## config.mk

```make
export PLATFORM = sky130hd
export DESIGN_NAME = display_scan_controller
export DESIGN_NICKNAME = d
export VERILOG_FILES = /design/src/rtl/display_pkg.sv /design/src/rtl/display_valid_delay.sv /design/src/rtl/display_scan_controller.sv
export SDC_FILE = /design/constraint.sdc
export NUM_CORES = 1
export LEC_CHECK = 0
export CORE_UTILIZATION = 50
export CTS_BUF_LIST = sky130_fd_sc_hd__clkbuf_8
export DETAILED_ROUTE_END_ITERATION = 7
export PLACE_DENSITY_LB_ADDON = 0.2
export SLEW_MARGIN = 15
export SYNTH_ARGS = -nofsm -noshare
export SYNTH_HDL_FRONTEND = slang
export SYNTH_SLANG_ARGS = --single-unit
```

## constraint.sdc

```tcl
create_clock -name clk -period 5.75 [get_ports clk]
set_clock_uncertainty 0.15 [all_clocks]
set_input_delay 0.8625 -clock clk [delete_from_list [all_inputs] [get_ports clk]]
set_output_delay 0.8625 -clock clk [all_outputs]
set_load 0.02 [all_outputs]
```

## src/rtl/display_pkg.sv

```systemverilog
// display_pkg: scan FSM states and width helper shared by the display scan blocks
package display_pkg;
  typedef enum logic [2:0] {IDLE, SHIFT, DRAIN, BLANK, LATCH} state_t;
  function automatic int bits(input int n);
    return (n < 2) ? 1 : $clog2(n);
  endfunction
endpackage

```

## src/rtl/display_valid_delay.sv

```systemverilog
// display_valid_delay: LATENCY-deep valid pipeline aligning shift_en with encoder rgb
module display_valid_delay #(
  parameter int LATENCY = 2
) (
  input  logic clk,
  input  logic rst_n,
  input  logic din,
  output logic dout
);
  logic [LATENCY-1:0] sr;
  always_ff @(posedge clk or negedge rst_n)
    if (!rst_n) sr <= '0;
    else sr <= LATENCY'({sr, din});
  assign dout = sr[LATENCY-1];
endmodule

```

## src/rtl/display_scan_controller.sv

```systemverilog
// display_scan_controller: HUB75 scan sequencer driving frame-buffer reads, PWM cycle and panel strobes
module display_scan_controller
  import display_pkg::*;
#(
  parameter int COLUMNS    = 64,
  parameter int ROWS       = 16,
  parameter int CYCLEWIDTH = 8,
  parameter int LATENCY    = 2,
  localparam int AW = bits(ROWS * COLUMNS),
  localparam int RW = bits(ROWS)
) (
  input  logic                  clk,
  input  logic                  rst_n,
  input  logic                  enable,
  output logic [AW-1:0]         fb_addr,
  output logic [CYCLEWIDTH-1:0] cycle,
  output logic                  shift_en,
  output logic                  latch,
  output logic                  oe_n,
  output logic [RW-1:0]         row_addr,
  output logic                  frame_done
);
  localparam int CLW = bits(COLUMNS);
  localparam int DW  = bits(LATENCY);
  localparam logic [CLW-1:0]        COL_LAST = CLW'(COLUMNS - 1);
  localparam logic [RW-1:0]         ROW_LAST = RW'(ROWS - 1);
  localparam logic [DW-1:0]         DRN_LAST = DW'(LATENCY - 1);
  localparam logic [CYCLEWIDTH-1:0] CYC_LAST = '1;
  state_t                  state, state_nx;
  logic [CLW-1:0]          col;
  logic [RW-1:0]           row;
  logic [CYCLEWIDTH-1:0]   cyc;
  logic [DW-1:0]           drn;
  logic                    lit;
  logic                    cyc_wrap, frame_wrap;
  assign cyc_wrap   = cyc == CYC_LAST;
  assign frame_wrap = cyc_wrap && row == ROW_LAST;
  assign fb_addr    = AW'(row) * AW'(COLUMNS) + AW'(col);
  assign cycle      = cyc;
  always_comb begin
    state_nx   = state == IDLE  ? (enable ? SHIFT : IDLE)
               : state == SHIFT ? (col == COL_LAST ? DRAIN : SHIFT)
               : state == DRAIN ? (drn == DRN_LAST ? BLANK : DRAIN)
               : state == BLANK ? LATCH
               : (frame_wrap && !enable ? IDLE : SHIFT);
    latch      = state == LATCH;
    frame_done = latch && frame_wrap;
    oe_n       = !(lit && (state == SHIFT || state == DRAIN));
  end
  // row_addr is loaded entering LATCH so it only moves while the panel is blanked
  always_ff @(posedge clk or negedge rst_n)
    if (!rst_n) begin
      state    <= IDLE;
      col      <= '0;
      row      <= '0;
      cyc      <= '0;
      drn      <= '0;
      lit      <= 1'b0;
      row_addr <= '0;
    end else begin
      state <= state_nx;
      col   <= state == SHIFT ? (col == COL_LAST ? '0 : col + 1'b1) : col;
      drn   <= state == DRAIN ? (drn == DRN_LAST ? '0 : drn + 1'b1) : drn;
      lit   <= state == LATCH ? state_nx != IDLE : state == IDLE ? 1'b0 : lit;
      if (state == BLANK) row_addr <= row;
      if (state == LATCH) begin
        cyc <= cyc_wrap ? '0 : cyc + 1'b1;
        if (cyc_wrap) row <= row == ROW_LAST ? '0 : row + 1'b1;
      end
    end
  display_valid_delay #(.LATENCY(LATENCY)) u_delay (
    .clk  (clk),
    .rst_n(rst_n),
    .din  (state == SHIFT),
    .dout (shift_en)
  );
endmodule

```

# == After elaboration in Yosys (flattened, before gate mapping) ==
# Index checks and enable logic that the tools add are counted.
# totals
regBits,29
latch_bits,0
ram_bits,0
rom_bits,0
inputBits,3
output_inout_bits,26
word_cells,45
mem_count,0
# classes
n_addsub,5
n_mul,0
div,0
n_lt_le_gt_ge,0
eq_ne,7
n_shift,0
muxes,14
bitwise_logic,0
n_reduce_logical,11
# ops
operator,count
3-bit two-way mux,4
10-bit by 6-bit adder with 10-bit output,1
"8-bit by 1-bit adder with 8-bit output, second input constant",1
"8-bit == test, second input constant",1
8-bit two-way mux,1
"6-bit by 1-bit adder with 6-bit output, second input constant",1
"3-bit by 2-bit == test with 1-bit output, second input constant",2
"6-bit == test, second input constant",1
1-bit two-way mux,6
6-bit two-way mux,1
"4-bit by 1-bit adder with 4-bit output, second input constant",1
"4-bit == test, second input constant",1
1-bit logical AND,4
4-bit two-way mux,1
"3-bit by 1-bit == test with 1-bit output, second input constant",1
"3-bit == test, second input constant",1
3-bit zero test,1
3-bit nonzero test,1
1-bit zero test,2
2-bit two-way mux,1
2-bit AND reduction,1
2-bit nonzero test,1
"1-bit adder, second input constant",1
1-bit logical OR,1

# == Depth between registers and ports, before layout ==
# Gate-level depths: netlist (run 1).
# logic_depth
word_depth,10
depth_mapped,7
depth_no_buf,5

# == Cells and area by module ==
# A second synthesis (run 1) with hierarchy kept.
# hier_totals
hier_cells,119
hier_area_um2,1321.3
# by_module_without_submodules
mod,instances,cells_per_inst,area_per_inst_um2,seq_area_each_um2
display_scan_controller,1,117,1271.2,675.6
display_valid_delay,1,2,50.0,50.0

# == Worst setup path before layout (run 1) ==
# Ideal clock, no wire load.
# synth_path
path_type,register to output
from,reg state[0]
to,out frame_done
t_arrival_ns,1.668
t_required_ns,4.738
path_slack_ns,3.069
stages_incl_launch_ff,4
n_path_buf,1
cell_sequence,dfrtp_1 -> or3b_1 -> buf_6 -> nor4_1
# synth_via
elab_chain_len,2
# synth_lines
item,line_no,source
from (decl),display_scan_controller.sv:29,"state_t state, state_nx;"
from (signal assigned),display_scan_controller.sv:61,state <= state_nx;
3-bit == test,display_scan_controller.sv:46,latch = state == LATCH;
1-bit logical AND,display_scan_controller.sv:47,frame_done = latch && frame_wrap;
to (decl),display_scan_controller.sv:21,output logic frame_done
# No other way between the ends.

# == Worst setup path after layout (run 1) ==
# layout_path
from,reg state[2]
to,out frame_done
# Same word-level chain as after synthesis.

==> results of run 1 <==
## stage by stage
step | setup slack, ns | std cells
after floorplan | 3.07 | 119
after global routing | 2.36 | 184
final | 2.45 | 184
after detailed placement | 2.79 | 176
after CTS | 2.45 | 184
after global placement | 2.82 | 176
## sequential cells by signal, summed over array words and instances, names as in the netlist
register and cells:
row 4, cycle 8, lit 1, row_addr 4, state 3, col 6, u_delay.sr 2, drn 1
## path summary, 6_finish.rpt
| kind | startpoint | to | slack (ns) | depth (start not counted) |
|---|---|---|---|---|
| worst min register to register | u_delay.sr[0] | u_delay.sr[1] | 0.20 | 0 |
| worst min-delay path | u_delay.sr[0] | u_delay.sr[1] | 0.20 | 0 |
| worst max-delay path | state[2] | frame_done | 2.45 | 3 |
| min in group asynchronous | rst_n | col[3] | 0.81 | 2 |
| max in group asynchronous | rst_n | cycle[2] | 4.37 | 2 |
| worst max register to register | state[2] | row[1] | 3.75 | 3 |
## cell usage after synthesis
master / instances
sky130_fd_sc_hd__inv_1: 4
sky130_fd_sc_hd__mux2_2: 4
sky130_fd_sc_hd__xor2_1: 3
sky130_fd_sc_hd__buf_6: 1
sky130_fd_sc_hd__dfrtp_1: 29
sky130_fd_sc_hd__o21a_1: 1
sky130_fd_sc_hd__buf_4: 1
sky130_fd_sc_hd__nand3_1: 5
sky130_fd_sc_hd__nor3_4: 1
sky130_fd_sc_hd__o21ai_1: 1
sky130_fd_sc_hd__a21oi_1: 4
sky130_fd_sc_hd__ha_1: 3
sky130_fd_sc_hd__mux2_4: 1
sky130_fd_sc_hd__nand4_1: 5
sky130_fd_sc_hd__o32ai_1: 1
sky130_fd_sc_hd__a21o_1: 1
sky130_fd_sc_hd__and2b_1: 3
sky130_fd_sc_hd__or2_2: 2
sky130_fd_sc_hd__xnor2_1: 6
sky130_fd_sc_hd__mux2i_1: 2
sky130_fd_sc_hd__a31oi_1: 1
sky130_fd_sc_hd__nand2_1: 13
sky130_fd_sc_hd__nor2_1: 6
sky130_fd_sc_hd__nor2b_1: 2
sky130_fd_sc_hd__nor3_1: 1
sky130_fd_sc_hd__a41o_1: 1
sky130_fd_sc_hd__or3b_1: 1
sky130_fd_sc_hd__o21ai_0: 9
sky130_fd_sc_hd__and3_1: 4
sky130_fd_sc_hd__nor3b_2: 1
sky130_fd_sc_hd__nor4_1: 2
## cell families after synthesis
family                     synth area share
AOI/OAI and AO/OA                    0.0833
xor gates and xnor gates             0.0597
adders and majority gates            0.0284
buffers and inverters                0.0256
DFF                                   0.549
muxes                                0.0606
and+or+nand+nor                       0.193
## final cells by class
type	instances	area, um2
flip-flops and latches	29	726
multi-input cells	84	562
inverters	4	15.0
clock buffers	5	68.8
repair buffers	29	288
fillers	207	767
well taps	30	37.5
clock inverters	3	13.8
## power breakdown
part	leakage (nW)	total (mW)	internal, mW	switching, mW
logic	0.395	0.181	0.0921	0.0890
clock network	0.0491	0.157	0.0818	0.0756
registers	0.377	0.276	0.240	0.0363
## worst max-delay path, stage by stage, from the launching register on
cell,delay (ns)
sky130_fd_sc_hd__dfrtp_1,0.45
sky130_fd_sc_hd__or3b_1,0.53
sky130_fd_sc_hd__nor4_1,0.36
sky130_fd_sc_hd__clkdlybuf4s50_1,0.66
## routing by layer
layer	wire, um	part of all wire	GRT usage	vias up
met5	0	0	0	-
met4	38	0.015	0.0921	0
met3	125	0.049	0.0891	5
met2	1270	0.49	0.360	26
met1	1140	0.44	0.271	478
li1	-	-	-	483
==> impl_metrics.prom, run 1 <==
# TYPE chip_impl_metric gauge
chip_impl_info{name="status",value="finished clean"} 1
chip_impl_metric{name="routed_wire_length_per_instance",unit="um"} 14.0
chip_impl_metric{name="syn-mean-instance-area",unit="um2"} 11.1
chip_impl_info{name="clock_tree.root_cell",value="sky130_fd_sc_hd__clkbuf_8"} 1
chip_impl_metric{name="rows",unit=""} 18
chip_impl_metric{name="seq_area_frac_synth",unit=""} 0.549
chip_impl_metric{name="detailed_place_hpwl",unit="mm"} 1.83
chip_impl_metric{name="power_per_cell_area",unit="nW/um2"} 359
chip_impl_metric{name="ioPinCount",unit=""} 29
chip_impl_metric{name="hold_viol_final",unit=""} 0
chip_impl_metric{name="drive_gt1_frac",unit=""} 0.110
chip_impl_metric{name="post_cts_buffers",unit=""} 0
chip_impl_metric{name="tritoncts.num_buffers",unit=""} 5
chip_impl_metric{name="placedInstanceArea",unit="um2"} 1630
chip_impl_metric{name="max_cap_violations",unit=""} 0
chip_impl_metric{name="cp.required",unit="ns"} 4.74
chip_impl_metric{name="worst_case_clock_buffer_depth",unit=""} 2
chip_impl_info{name="synthDominantAreaCellType",value="sky130_fd_sc_hd__dfrtp_1"} 1
chip_impl_metric{name="timing.final.max_slew_violations",unit=""} 0
chip_impl_metric{name="grt_total_ovfl",unit=""} 0
chip_impl_metric{name="hold-worst-slack",unit="ns"} 0.203
chip_impl_info{name="commonest_non_fill_non_tap_cell_in_the_layout",value="sky130_fd_sc_hd__dfrtp_1"} 1
chip_impl_metric{name="first_global_vias",unit=""} 933
chip_impl_metric{name="drt-pass1-iter-count",unit=""} 4
chip_impl_metric{name="vias",unit=""} 992
chip_impl_metric{name="area_growth",unit="%"} 29.5
chip_impl_metric{name="worst_slew_pin_slew",unit="ns"} 0.618
chip_impl_info{name="timing.critical_path.from_type",value="flop"} 1
chip_impl_metric{name="detail_route.wirelength",unit="mm"} 2.57
chip_impl_metric{name="synthesis.instances",unit=""} 119
chip_impl_metric{name="totalNegativeSetupSlack",unit="ns"} 0
chip_impl_metric{name="avgViaCountPerCell",unit=""} 5.39
chip_impl_metric{name="total_power",unit="mW"} 0.615
chip_impl_info{name="setup_repair_after_global_routing_missed_its_margin",value="false"} 1
chip_impl_metric{name="postSynthNetCount",unit=""} 125
chip_impl_metric{name="yosysTopAreaCellShare",unit=""} 0.549
chip_impl_metric{name="cts.sink_count",unit=""} 29
chip_impl_metric{name="gp_routability_congestion",unit=""} 0.789
chip_impl_info{name="final_cell_mix",value="29 x sky130_fd_sc_hd__dfrtp_1, 28 x sky130_fd_sc_hd__clkdlybuf4s50_1, 13 x sky130_fd_sc_hd__nand2_1"} 1
chip_impl_metric{name="power.ir.vdd_worst",unit="mV"} 0.266
chip_impl_metric{name="drtIter0Drc",unit=""} 20
chip_impl_metric{name="grt_pass1_wl",unit="mm"} 4.37
chip_impl_metric{name="ctsHtreeMaxLevel",unit=""} 2
chip_impl_metric{name="synth-warning-count",unit=""} 0
chip_impl_metric{name="postCtsHoldBufs",unit=""} 0
chip_impl_metric{name="utilization",unit=""} 0.690
chip_impl_metric{name="max_slew_margin",unit=""} 0.586
chip_impl_metric{name="number_of_flip_flops_and_latches_in_the_synthesized_netlist",unit=""} 29
chip_impl_metric{name="coreArea",unit="um2"} 2480
chip_impl_metric{name="post-route-drc-count",unit=""} 0
chip_impl_metric{name="syn-cell-area",unit="um2"} 1320
chip_impl_metric{name="final-setup-viol-count",unit=""} 0
chip_impl_metric{name="dieWidth",unit="um"} 53.4
chip_impl_metric{name="final_cell_area",unit="um2"} 1710
chip_impl_metric{name="worstSkewPairLatency",unit="ns"} 0.28
chip_impl_metric{name="cp_max_fo",unit=""} 9
chip_impl_metric{name="synth.lib_cells_used.distinct",unit=""} 31
chip_impl_metric{name="grt_start_max_net_pins",unit=""} 30
chip_impl_metric{name="dieHeight",unit="um"} 53.4
chip_impl_metric{name="ant_nets_after_route",unit=""} 0
chip_impl_info{name="class_of_the_tightest_hold_or_removal_check",value="reg -> reg"} 1
chip_impl_info{name="setup.worst_path.end_class",value="output port"} 1
chip_impl_info{name="post_synth_main_area_contributors",value="sky130_fd_sc_hd__dfrtp_1 55%, sky130_fd_sc_hd__xnor2_1 4.0%, sky130_fd_sc_hd__nand2_1 3.7%"} 1
chip_impl_metric{name="power.leakage",unit="nW"} 0.820
chip_impl_metric{name="antenna_cells",unit=""} 0
chip_impl_metric{name="place.port_buffers",unit=""} 28
chip_impl_metric{name="fin_crit_sh",unit=""} 0.573
chip_impl_metric{name="post_cts_resize_count",unit=""} 0
chip_impl_metric{name="floorplan.die_area",unit="um2"} 2850
chip_impl_metric{name="layout_min_cycle_time",unit="ns"} 3.30
chip_impl_metric{name="grt.total_usage",unit=""} 0.227
chip_impl_metric{name="num-nets-final",unit=""} 159
chip_impl_metric{name="clkSlewWorstSetupHoldPaths",unit="ns"} 0.06
chip_impl_metric{name="grt_antenna_before_repair",unit=""} 0
chip_impl_metric{name="max_clk_rate",unit="MHz"} 303
chip_impl_metric{name="initial_utilization",unit=""} 0.533
chip_impl_info{name="cts_tree",value="built"} 1
chip_impl_info{name="worst-setup-path-type",value="reg -> out"} 1
chip_impl_metric{name="arrival_time_worst_endpoint",unit="ns"} 2.28
Note: power is estimated with default switching activity, not from simulation.
==> inputs of run 2 (changes only) <==
- clock period: 5.75 -> 3.4 ns (I/O delays scaled with it)
==> impl_metrics.prom, run 2 (synthesis gave the netlist of run 1 again) <==
# TYPE chip_impl_metric gauge
chip_impl_info{name="clock_tree.root_cell",value="sky130_fd_sc_hd__clkbuf_8"} 1
chip_impl_metric{name="final-setup-viol-count",unit=""} 0
chip_impl_info{name="final_cell_mix",value="29 x sky130_fd_sc_hd__dfrtp_1, 28 x sky130_fd_sc_hd__clkdlybuf4s50_1, 13 x sky130_fd_sc_hd__nand2_1"} 1
chip_impl_metric{name="post_cts_buffers",unit=""} 0
chip_impl_metric{name="place.port_buffers",unit=""} 28
chip_impl_metric{name="fin_crit_sh",unit=""} 0.883
chip_impl_metric{name="place_inst",unit=""} 176
chip_impl_metric{name="cp_max_fo",unit=""} 9
chip_impl_metric{name="vias",unit=""} 1002
chip_impl_metric{name="rows",unit=""} 18
chip_impl_metric{name="grt_antenna_before_repair",unit=""} 0
chip_impl_metric{name="dieWidth",unit="um"} 53.4
chip_impl_metric{name="r2r.worst_path.cells",unit=""} 3
chip_impl_metric{name="grt_pass1_wl",unit="mm"} 4.32
chip_impl_metric{name="avgViaCountPerCell",unit=""} 5.45
chip_impl_metric{name="utilization",unit=""} 0.690
chip_impl_metric{name="grt_total_ovfl",unit=""} 0
chip_impl_metric{name="drive_gt1_frac",unit=""} 0.110
chip_impl_metric{name="largest_register_ffs",unit=""} 8
chip_impl_metric{name="area_growth",unit="%"} 29.5
chip_impl_metric{name="layout_min_cycle_time",unit="ns"} 3.00
chip_impl_metric{name="antenna_cells",unit=""} 0
chip_impl_info{name="class_of_the_tightest_hold_or_removal_check",value="reg -> reg"} 1
chip_impl_metric{name="sw_frac_of_total",unit=""} 0.326
chip_impl_metric{name="max_clk_rate",unit="MHz"} 333
chip_impl_metric{name="max_cap_violations",unit=""} 0
chip_impl_info{name="commonest_non_fill_non_tap_cell_in_the_layout",value="sky130_fd_sc_hd__dfrtp_1"} 1
chip_impl_metric{name="worstSkewPairLatency",unit="ns"} 0.28
chip_impl_metric{name="ioPinCount",unit=""} 29
chip_impl_metric{name="worst_case_clock_buffer_depth",unit=""} 2
chip_impl_metric{name="total_net_switching_power",unit="mW"} 0.338
chip_impl_info{name="worstReg2RegEnd",value="row[1]"} 1
chip_impl_metric{name="totalNegativeSetupSlack",unit="ns"} 0
chip_impl_metric{name="power.ir.vdd_worst",unit="mV"} 0.430
chip_impl_info{name="setup_repair_after_global_routing_missed_its_margin",value="false"} 1
chip_impl_info{name="whs_endpoint",value="u_delay.sr[1]"} 1
chip_impl_info{name="setup.worst_path.end_class",value="output port"} 1
chip_impl_metric{name="coreArea",unit="um2"} 2480
chip_impl_metric{name="timing.final.max_slew_violations",unit=""} 0
chip_impl_metric{name="worst_slew_pin_slew",unit="ns"} 0.611
chip_impl_metric{name="final_cell_area",unit="um2"} 1710
chip_impl_metric{name="ant_nets_after_route",unit=""} 0
chip_impl_metric{name="hold_viol_final",unit=""} 0
chip_impl_info{name="regToRegStartpoint",value="state[2]"} 1
chip_impl_metric{name="initial_utilization",unit=""} 0.533
chip_impl_metric{name="ctsHtreeMaxLevel",unit=""} 2
chip_impl_metric{name="dieHeight",unit="um"} 53.4
chip_impl_metric{name="cts.sink_count",unit=""} 29
chip_impl_metric{name="seq_power_share",unit=""} 0.449
chip_impl_metric{name="drt-pass1-iter-count",unit=""} 4
chip_impl_metric{name="max_slew_margin",unit=""} 0.591
chip_impl_metric{name="final-instance-count-excl-fill",unit=""} 184
chip_impl_info{name="worst-setup-path-type",value="reg -> out"} 1
chip_impl_metric{name="worst_hold_path.num_cells",unit=""} 0
chip_impl_metric{name="cp.required",unit="ns"} 2.74
chip_impl_metric{name="grt.total_usage",unit=""} 0.225
chip_impl_metric{name="post-route-drc-count",unit=""} 0
chip_impl_metric{name="clock_power_share",unit=""} 0.255
chip_impl_metric{name="gp_routability_congestion",unit=""} 0.807
chip_impl_metric{name="tritoncts.num_buffers",unit=""} 5
chip_impl_metric{name="power.leakage",unit="nW"} 0.820
chip_impl_metric{name="postCtsHoldBufs",unit=""} 0
chip_impl_metric{name="cell_internal_power_dissipation",unit="mW"} 0.700
chip_impl_metric{name="detail_route.wirelength",unit="mm"} 2.65
chip_impl_metric{name="first_global_vias",unit=""} 981
chip_impl_info{name="status",value="finished clean"} 1
chip_impl_metric{name="drtIter0Drc",unit=""} 15
chip_impl_metric{name="routed_wire_length_per_instance",unit="um"} 14.4
chip_impl_info{name="timing.hold.worst.start",value="u_delay.sr[0]"} 1
chip_impl_metric{name="arrival_time_worst_endpoint",unit="ns"} 2.34
chip_impl_metric{name="detailed_place_hpwl",unit="mm"} 1.84
chip_impl_metric{name="hold-worst-slack",unit="ns"} 0.206
chip_impl_metric{name="grt_start_max_net_pins",unit=""} 30
chip_impl_metric{name="clkSlewWorstSetupHoldPaths",unit="ns"} 0.06
chip_impl_metric{name="comb_power_share",unit=""} 0.296
chip_impl_metric{name="floorplan.die_area",unit="um2"} 2850
chip_impl_info{name="cts_tree",value="built"} 1
chip_impl_metric{name="reg2reg_slack",unit="ns"} 1.37
chip_impl_metric{name="num-nets-final",unit=""} 159
chip_impl_metric{name="post_cts_resize_count",unit=""} 0
chip_impl_metric{name="power_per_cell_area",unit="nW/um2"} 607
chip_impl_metric{name="placedInstanceArea",unit="um2"} 1630
chip_impl_info{name="timing.critical_path.from_type",value="flop"} 1
-- run 2: cell counts in the layout (fill, tap and decap cells not counted) --
No cell type changed its count.
-- run 2: how the worst max path moves through the flow --
stage,startpoint,endpoint,slack [ns],cells after the start
2_1_floorplan,state[0],frame_done,1.07,3
3_3_place_gp,state[0],frame_done,0.82,3
3_5_place_dp,state[0],frame_done,0.72,3
4_1_cts,state[2],frame_done,0.38,3
5_1_grt,state[2],frame_done,0.30,3
6_report,state[2],frame_done,0.40,3
-- run 2: area by class of cell --
cell class	count	area, um2
fill	209	767
sequential	29	726
multi-input combinational	84	562
timing repair buffer	29	288
clock buffer	5	68.8
tap	30	37.5
inverter	4	15.0
clock inverter	3	13.8
-- run 2: through the flow --
stage,setup WS (ns),power [mW]
floorplan,1.07,0.644
global placement,0.823,0.767
detailed placement,0.718,0.782
CTS,0.378,1.05
global route,0.301,1.10
finish,0.398,1.04
-- run 2: metal layers --
metal,up-vias,share of wire,track usage
li1,484,-,-
met1,482,0.43,0.263
met2,26,0.48,0.342
met3,10,0.051,0.0891
met4,0,0.030,0.136
met5,-,0,0
-- run 2: worst max-delay path, stage by stage, from the launching register on --
cell and delay [ns]:
sky130_fd_sc_hd__dfrtp_1 0.46, sky130_fd_sc_hd__or3b_1 0.54, sky130_fd_sc_hd__nor4_1 0.39, sky130_fd_sc_hd__clkdlybuf4s50_1 0.67
-- run 2: power by group through the flow --
stage | clock, mW | sequential [mW] | combinational, mW
final | 0.265 | 0.466 | 0.307
after global routing | 0.286 | 0.476 | 0.340
after CTS | 0.270 | 0.467 | 0.313
after detailed placement | 0 | 0.472 | 0.309
after global placement | 0 | 0.467 | 0.300
after floorplan | 0 | 0.512 | 0.132
